$ cat src/rtl/if_stage_pkg.sv
// Shared fetch-stage types and constants.
// Imported by the IF stage top and its PC generator.
package if_stage_pkg;

  localparam int INST_W = 32;

  localparam logic [5:0]        OPC_HALT = 6'b010001;
  localparam logic [INST_W-1:0] NOP_WORD = '0;

  typedef enum logic [1:0] {
    FETCH,
    WAIT,
    HOLD,
    HALT
  } if_state_t;

  function automatic logic is_halt(
    input logic [INST_W-1:0] w,
    input logic [5:0]        opc
  );
    return w[31:26] == opc;
  endfunction

endpackage

$ cat src/rtl/if_stage_pc_gen.sv
// Program counter register and next-PC select.
// Redirect load beats sequential advance; otherwise hold.
module if_stage_pc_gen
  import if_stage_pkg::*;
#(
  parameter logic [INST_W-1:0] RESET_PC = '0
) (
  input  logic              clk,
  input  logic              reset,
  input  logic              load,
  input  logic              adv,
  input  logic [INST_W-1:0] target,
  output logic [INST_W-1:0] pc,
  output logic [INST_W-1:0] pc_plus4
);

  logic [INST_W-1:0] pc_q;
  logic [INST_W-1:0] pc_d;

  assign pc       = pc_q;
  assign pc_plus4 = pc_q + 32'd4;

  always_comb begin
    pc_d = pc_q;
    if (load)
      pc_d = target;
    else if (adv)
      pc_d = pc_plus4;
  end

  always_ff @(posedge clk) begin
    if (reset)
      pc_q <= RESET_PC;
    else
      pc_q <= pc_d;
  end

endmodule

$ cat src/rtl/if_stage.sv
// Instruction fetch: one outstanding imem request, stall parking,
// redirect with stale-response kill, and HALT detection.
module if_stage
  import if_stage_pkg::*;
#(
  parameter logic [INST_W-1:0] RESET_PC    = '0,
  parameter logic [5:0]        HALT_OPCODE = OPC_HALT,
  parameter logic [INST_W-1:0] NOP_INST    = NOP_WORD
) (
  input  logic              clk,
  input  logic              reset,
  input  logic              stall_f_hz,
  input  logic              branch_taken_f_ex,
  input  logic [INST_W-1:0] branch_target_f_ex,
  output logic              imem_req,
  output logic [INST_W-1:0] imem_addr,
  input  logic              imem_gnt,
  input  logic              imem_rvalid,
  input  logic [INST_W-1:0] imem_rdata,
  output logic [INST_W-1:0] inst_2_id,
  output logic [INST_W-1:0] pc4_out_2_id,
  output logic              halted,
  output logic [31:0]       inst_count
);

  if_state_t         state_q, state_d;
  logic              kill_q, kill_d;
  logic [INST_W-1:0] hold_q, hold_d;
  logic [INST_W-1:0] inst_q, inst_d;
  logic [INST_W-1:0] pc4_q, pc4_d;
  logic [31:0]       cnt_q, cnt_d;

  logic              pc_load;
  logic              pc_adv;
  logic [INST_W-1:0] pc;
  logic [INST_W-1:0] pc_plus4;
  logic              dlv;
  logic [INST_W-1:0] dlv_word;

  if_stage_pc_gen #(
    .RESET_PC (RESET_PC)
  ) u_pc_gen (
    .clk      (clk),
    .reset    (reset),
    .load     (pc_load),
    .adv      (pc_adv),
    .target   (branch_target_f_ex),
    .pc       (pc),
    .pc_plus4 (pc_plus4)
  );

  assign imem_req     = !reset && (state_q == FETCH);
  assign imem_addr    = pc;
  assign inst_2_id    = inst_q;
  assign pc4_out_2_id = pc4_q;
  assign halted       = (state_q == HALT);
  assign inst_count   = cnt_q;

  always_comb begin
    state_d  = state_q;
    kill_d   = kill_q;
    hold_d   = hold_q;
    inst_d   = stall_f_hz ? inst_q : NOP_INST;
    pc4_d    = pc4_q;
    cnt_d    = cnt_q;
    pc_load  = 1'b0;
    pc_adv   = 1'b0;
    dlv      = 1'b0;
    dlv_word = imem_rdata;

    if (branch_taken_f_ex) begin
      pc_load = 1'b1;
      inst_d  = NOP_INST;
      hold_d  = NOP_INST;
      kill_d  = 1'b0;
      state_d = FETCH;
      // a request still in flight must be drained before refetching
      if ((state_q == WAIT && !imem_rvalid) ||
          (state_q == FETCH && imem_gnt)) begin
        state_d = WAIT;
        kill_d  = 1'b1;
      end
    end else begin
      case (state_q)
        FETCH: begin
          if (imem_gnt)
            state_d = WAIT;
        end
        WAIT: begin
          if (imem_rvalid) begin
            if (kill_q) begin
              kill_d  = 1'b0;
              state_d = FETCH;
            end else if (stall_f_hz) begin
              hold_d  = imem_rdata;
              state_d = HOLD;
            end else begin
              dlv = 1'b1;
            end
          end
        end
        HOLD: begin
          if (!stall_f_hz) begin
            dlv      = 1'b1;
            dlv_word = hold_q;
          end
        end
        default: begin
        end
      endcase

      if (dlv) begin
        inst_d  = dlv_word;
        pc4_d   = pc_plus4;
        pc_adv  = 1'b1;
        cnt_d   = cnt_q + 32'd1;
        state_d = is_halt(dlv_word, HALT_OPCODE) ? HALT : FETCH;
      end
    end
  end

  always_ff @(posedge clk) begin
    if (reset) begin
      state_q <= FETCH;
      kill_q  <= 1'b0;
      hold_q  <= NOP_INST;
      inst_q  <= NOP_INST;
      pc4_q   <= '0;
      cnt_q   <= '0;
    end else begin
      state_q <= state_d;
      kill_q  <= kill_d;
      hold_q  <= hold_d;
      inst_q  <= inst_d;
      pc4_q   <= pc4_d;
      cnt_q   <= cnt_d;
    end
  end

endmodule

$ cat config.mk
export PLATFORM = sky130hd
export DESIGN_NAME = if_stage
export DESIGN_NICKNAME = d
export VERILOG_FILES = /design/src/rtl/if_stage_pkg.sv /design/src/rtl/if_stage_pc_gen.sv /design/src/rtl/if_stage.sv
export SDC_FILE = /design/constraint.sdc
export NUM_CORES = 1
export LEC_CHECK = 0
export BUFFER_PORTS_ARGS = -buffer_cell sky130_fd_sc_hd__buf_2
export CELL_PAD_IN_SITES_DETAIL_PLACEMENT = 2
export CELL_PAD_IN_SITES_GLOBAL_PLACEMENT = 2
export CORE_MARGIN = 4
export CORE_UTILIZATION = 34
export CTS_BUF_LIST = sky130_fd_sc_hd__clkbuf_8
export CTS_CLUSTER_DIAMETER = 50
export DETAILED_ROUTE_END_ITERATION = 6
export GPL_ROUTABILITY_DRIVEN = 0
export PLACE_DENSITY_LB_ADDON = 0.1
export SLEW_MARGIN = 10
export SYNTH_ARGS = -nofsm -noshare
export SYNTH_HDL_FRONTEND = slang
export SYNTH_HIERARCHICAL = 1
export SYNTH_SLANG_ARGS = --single-unit
$ cat constraint.sdc
create_clock -name clk -period 5.5 [get_ports clk]
set_clock_uncertainty 0.2 [all_clocks]
set_input_delay 0.825 -clock clk [delete_from_list [all_inputs] [get_ports clk]]
set_output_delay 0.825 -clock clk [all_outputs]
set_load 0.1 [all_outputs]
* Word level (Yosys, flattened, before mapping)
Cells that the tools add are included.
W data, S select, Z words.
** Operators by class
- Add/sub/neg operators :: 2
- Eq/ne operators :: 8
- Multiplexer cells :: 28
- Bitwise operators :: 2
- Reduce and logical (&&, ||, !) cells :: 16
** Operators by type and width (number)
- $mux W32 :: 7
- $add A32 B1 Y32 const B :: 1
- $add A32 B3 Y32 const B :: 1
- $mux W2 :: 7
- $mux W1 :: 12
- $ne A4 B3 Y1 const B :: 2
- $eq A6 B5 Y1 const B :: 1
- $reduce_bool A2 Y1 :: 3
- $ne A5 B4 Y1 const B :: 1
- $eq A2 B2 Y1 const B :: 2
- $pmux W2 S2 :: 1
- $reduce_and A2 Y1 :: 2
- $reduce_and A4 Y1 :: 1
- $reduce_bool A4 Y1 :: 1
- $logic_and A1 B1 Y1 :: 3
- $reduce_and A3 Y1 :: 1
- $eq A2 B1 Y1 const B :: 1
- $logic_not A1 Y1 :: 2
- $logic_not A2 Y1 :: 1
- $ne A2 B1 Y1 const B :: 1
- $not A1 Y1 :: 2
- $pmux W1 S2 :: 1
- $reduce_or A2 Y1 :: 1
- $logic_or A1 B1 Y1 :: 1
** Storage, ports and cells
- Register bits :: 163
- Output and inout bits :: 130
- Word-level logic and storage cells :: 63

* Longest topological paths before layout
- Depth in word-level cells :: 9
- Mapped depth :: 13
- Mapped depth without buffers :: 9

* By module
Netlist, hierarchy kept.
** By module, submodules not included
- if_stage :: instances 1, cells an instance 694, area an instance 5635.4 um^2, seq. area each 2622.5 um^2
- if_stage_pc_gen :: instances 1, cells an instance 308, area an instance 2351.0 um^2, seq. area each 640.6 um^2

* Worst setup path after synthesis
No wires, ideal clock.
- Path type :: input port to output port
- Start :: input port reset
- End :: output port imem_req
- Arrival time :: 2.553 ns
- Required time :: 4.475 ns
- Setup slack :: 1.922 ns
- Cell stages on the path :: 3
- Cell sequence :: clkbuf_1 > clkbuf_1 > nor2b_1
** On the way
- Longest elaborated chain between the ends :: 2
** Ends and longest elaborated chain
- start, declared :: RTL line if_stage.sv:11 : input logic reset,
- $logic_not A1 Y1 :: RTL line if_stage.sv:52 : assign imem_req = !reset && (state_q == FETCH);
- $logic_and A1 B1 Y1 :: RTL line if_stage.sv:52
- end, declared :: RTL line if_stage.sv:15 : output logic imem_req,
No other way between the ends.

* Worst setup path after layout
- Start :: register state_q[1]
- End :: register u_pc_gen.pc_q[17] (netlist: u_pc_gen/pc[17])
** On the way
- Longest elaborated chain between the ends :: 6
- Elaborated cells between the ends (all ways) :: 7
- Those cells by class :: 2 x eq/ne; 4 x mux; 1 x reduce/logical
** Ends and longest elaborated chain
- start, declared :: RTL line if_stage.sv:26 : if_state_t state_q, state_d;
- start signal, assigned :: RTL line if_stage.sv:131 : state_q <= state_d;
- $eq A2 B2 Y1 / $eq A2 B1 Y1 (equally long branches) :: RTL line if_stage.sv:84 : case (state_q)
- $pmux W1 S2 (*) :: RTL line if_stage.sv:84
- $mux W1 (*) :: RTL line if_stage.sv:71 : if (branch_taken_f_ex) begin
- $mux W1 (*) :: RTL line if_stage.sv:112 : if (dlv) begin
- $mux W1 (*) :: RTL line if_stage.sv:71
- $reduce_bool A2 Y1 (no source line) (*)
- end signal, assigned :: RTL line if_stage_pc_gen.sv:35 : pc_q <= pc_d;
- end, declared :: RTL line if_stage_pc_gen.sv:17 : logic [INST_W-1:0] pc_q;
Mark *: on every way between the ends. The rest lies on a longest branch, timed or not. The select of a mux whose other input is x is not followed.
A chain may end at the register's enable or synchronous reset.

==> results.yml <==
floorplan:
  design.portCount: 200
  fp-row-count: 55
  design.core.area_um2: 22800
  dieArea_um2: 26000
  dieWidth_um: 161
  initial_core_util_pct: 35.0
  die_h_um: 161
detailed_routing:
  ant_nets: 0
  via_per_inst: 5.46
  drtIter0Drc: 505
  wl_per_cell_um: 18.8
  drc: 0
  drt_wl_total_um: 27800
  vias: 8067
  firstDrtPassIters: 4
layout:
  layout_commonest_cell: "buf_2"
  synthToLayoutAreaGrowth_pct: 19.3
  layout-drive-gt1-share_pct: 23.0
  mostFrequentLayoutCells: "buf_2 (198), nand2_1 (194), dfxtp_1 (163)"
  instances_no_fill: 1478
  post-route-util_pct: 41.7
  nNetsFinal: 1228
synthesis:
  synth_top_cell_by_area: "dfxtp_1"
  async_flop_share_pct: 0
  yosys_warnings: 6
  synth-seq-cells: 163
  synth_cells: 1002
  ys_types: 58
  syn_area_um2: 7990
  synth_area_leaders: "dfxtp_1 (41%), nand2_1 (9.1%), a21oi_1 (5.9%), nor2_1 (3.7%), o2bb2ai_1 (3.4%)"
  syn_nets: 1079
  yosysSeqAreaShare_pct: 40.9
  synth_area_per_cell_um2: 7.97
  ys.flop_type: "dfxtp_1"
  synth_top_area_share_pct: 40.9
  synth_edf_count: 0
power:
  p_leak_uw: 0.00352
  ir_drop_uv: 123
  p_seq_share_pct: 50.1
  clock_power_share_pct: 34.3
  p_per_area_nw_per_um2: 261
  switching_share_pct: 34.0
  combPwrFrac_pct: 15.6
  p_int_uw: 1640
  switching_power_uw: 843
global_route:
  grt_pass1_wl_um: 45000
  grt_pass1_vias: 8387
  grt_max_degree: 70
  grt_overflow: 0
  antenna_found_initial: 0
  track_usage_pct: 21.1
setup_path:
  worstSetupEndpointType: "flip-flop"
  max_stage_delay_ps: 580
  cp.arrival_ps: 3990
  critPathTopFamily: "simple AND/OR/NAND/NOR gates"
  start_kind: "flip-flop"
  path_buf_inv: 3
  path_max_fanout: 40
  slowest_stage: "nand4_1"
  cp_cell_sequence: "inv_1 -> ha_1 -> and3b_1 -> o211ai_4 -> buf_4 -> inv_2 -> nand4_1 -> or4_1 -> a311oi_1"
  cp.required_ps: 5690
  crit_type: "flip-flop to flip-flop"
clocking:
  clk_latency_ps: 470
  numCtsBuffers: 17
  tritoncts: "built"
  clkSinkCount: 163
  cts_root_buffer: "clkbuf_8"
  postCtsSetupRepairBufs: 0
  ctsHtreeMaxLevel: 4
  cts-resized-gates: 0
  ctsHoldBuffers: 0
  clk_path_buf_depth: 2
  clk_pin_slew_worst_paths_ps: 110
hold_path:
  timing.hold.worst.class: "flip-flop to flip-flop"
outcome:
  status: "finished clean"
placed_design:
  hpwl_um: 19100
  post-place-cells: 1444
  io_buffers: 199
timing:
  hold_viol: 0
  tightest_slew_ps: 855
  fin_setup_tns_ps: 0
  rsz0062_at_grt: "false"
  setup-violations-final: 0
  slew-limit-headroom_pct: 42.4
  maxClockFrequency_mhz: 263
  final.min_clock_period_ps: 3800
  finalCritPeriodShare_pct: 69.1
  slew_violations: 0
job:
  maxCapViolCount: 0
power groups by stage:
stage / registers [µW] / clock network (µW) / logic [µW]
after global routing: 1250 / 935 / 416
after detailed placement: 1270 / 0 / 387
after CTS: 1240 / 876 / 389
after floorplan: 1380 / 0 / 174
after global placement: 1270 / 0 / 382
final: 1240 / 852 / 386
layer usage:
metal | wire length (µm) | global-route usage, % | vias to the layer above
li1 | - | - | 3868
met1 | 12700 | 27.3 | 4028
met2 | 13700 | 36.5 | 149
met3 | 1020 | 3.90 | 22
met4 | 372 | 5.00 | 0
met5 | 0 | 0 | -
worst reg2reg max path, stage by stage (launching register included):
cell and delay, ps:
dfxtp_1 340, inv_1 130, ha_1 280, and3b_1 430, o211ai_4 100, buf_4 270, inv_2 550, nand4_1 590
or4_1 580, a311oi_1 270
through the flow:
step / setup WS (ps) / total power [µW] / instance area (µm²) / hold WS [ps]
after floorplan: 1920 / 1550 / 7990 / 236
after global placement: 1540 / 1650 / 9150 / 241
after detailed placement: 1420 / 1660 / 9150 / 248
after CTS: 1640 / 2510 / 9510 / 264
after global routing: 1340 / 2600 / 9520 / 288
final: 1700 / 2480 / 9520 / 259
synth_stat cells (13+ instances only):
cell type  number
or4_1          21
dfxtp_1       163
nor4_1         13
or3_1          16
nand2_1       194
inv_1          20
o21ai_0        14
a311oi_1       13
clkbuf_1       54
nand3_1        32
o2bb2ai_1      31
a22oi_1        33
buf_2          21
nor2_1         79
xnor2_1        27
o31ai_1        22
a21oi_1        94
nand4_1        20
xor2_1         14
path summary, 6_finish.rpt:
kind	from	end	cells past startpoint	slack, ps
worst max-delay path	state_q[1]	u_pc_gen/pc[17]	9	1700
worst max register to register	state_q[1]	u_pc_gen/pc[17]	9	1700
worst min register to register	pc4_out_2_id[25]	pc4_out_2_id[25]	2	260
worst min-delay path	pc4_out_2_id[25]	pc4_out_2_id[25]	2	260
area by class of cell:
class	instances	area, µm²
clock inverters	14	120
multi-input cells	734	4310
flip-flops and latches	163	3260
well taps	313	392
inverters	22	82.6
clock buffers	18	248
fillers	2685	13300
repair buffers	213	1100
diodes	1	2.50
kinds of logic (layout without fill, tap and decap cells):
logic type	count (synthesis)	count (layout)	share of synthesized area (%)
AND/OR/NAND/NOR	434	434	26.1
XOR/XNOR	41	41	4.50
buffers and inverters	105	267	5.36
multiplexers	11	11	1.49
other	0	1	0
flip-flops	163	163	40.9
AO/OA/AOI/OAI	241	241	20.6
adder cells (fa/ha/maj)	7	7	1.10
state kept, by name, summed over array words and instances (netlist names):
register,count
inst_2_id,32
u_pc_gen/pc,32
inst_count,32
hold_q,32
state_q,2
pc4_out_2_id,32
kill_q,1
Note: power is estimated with default switching activity, not from simulation.
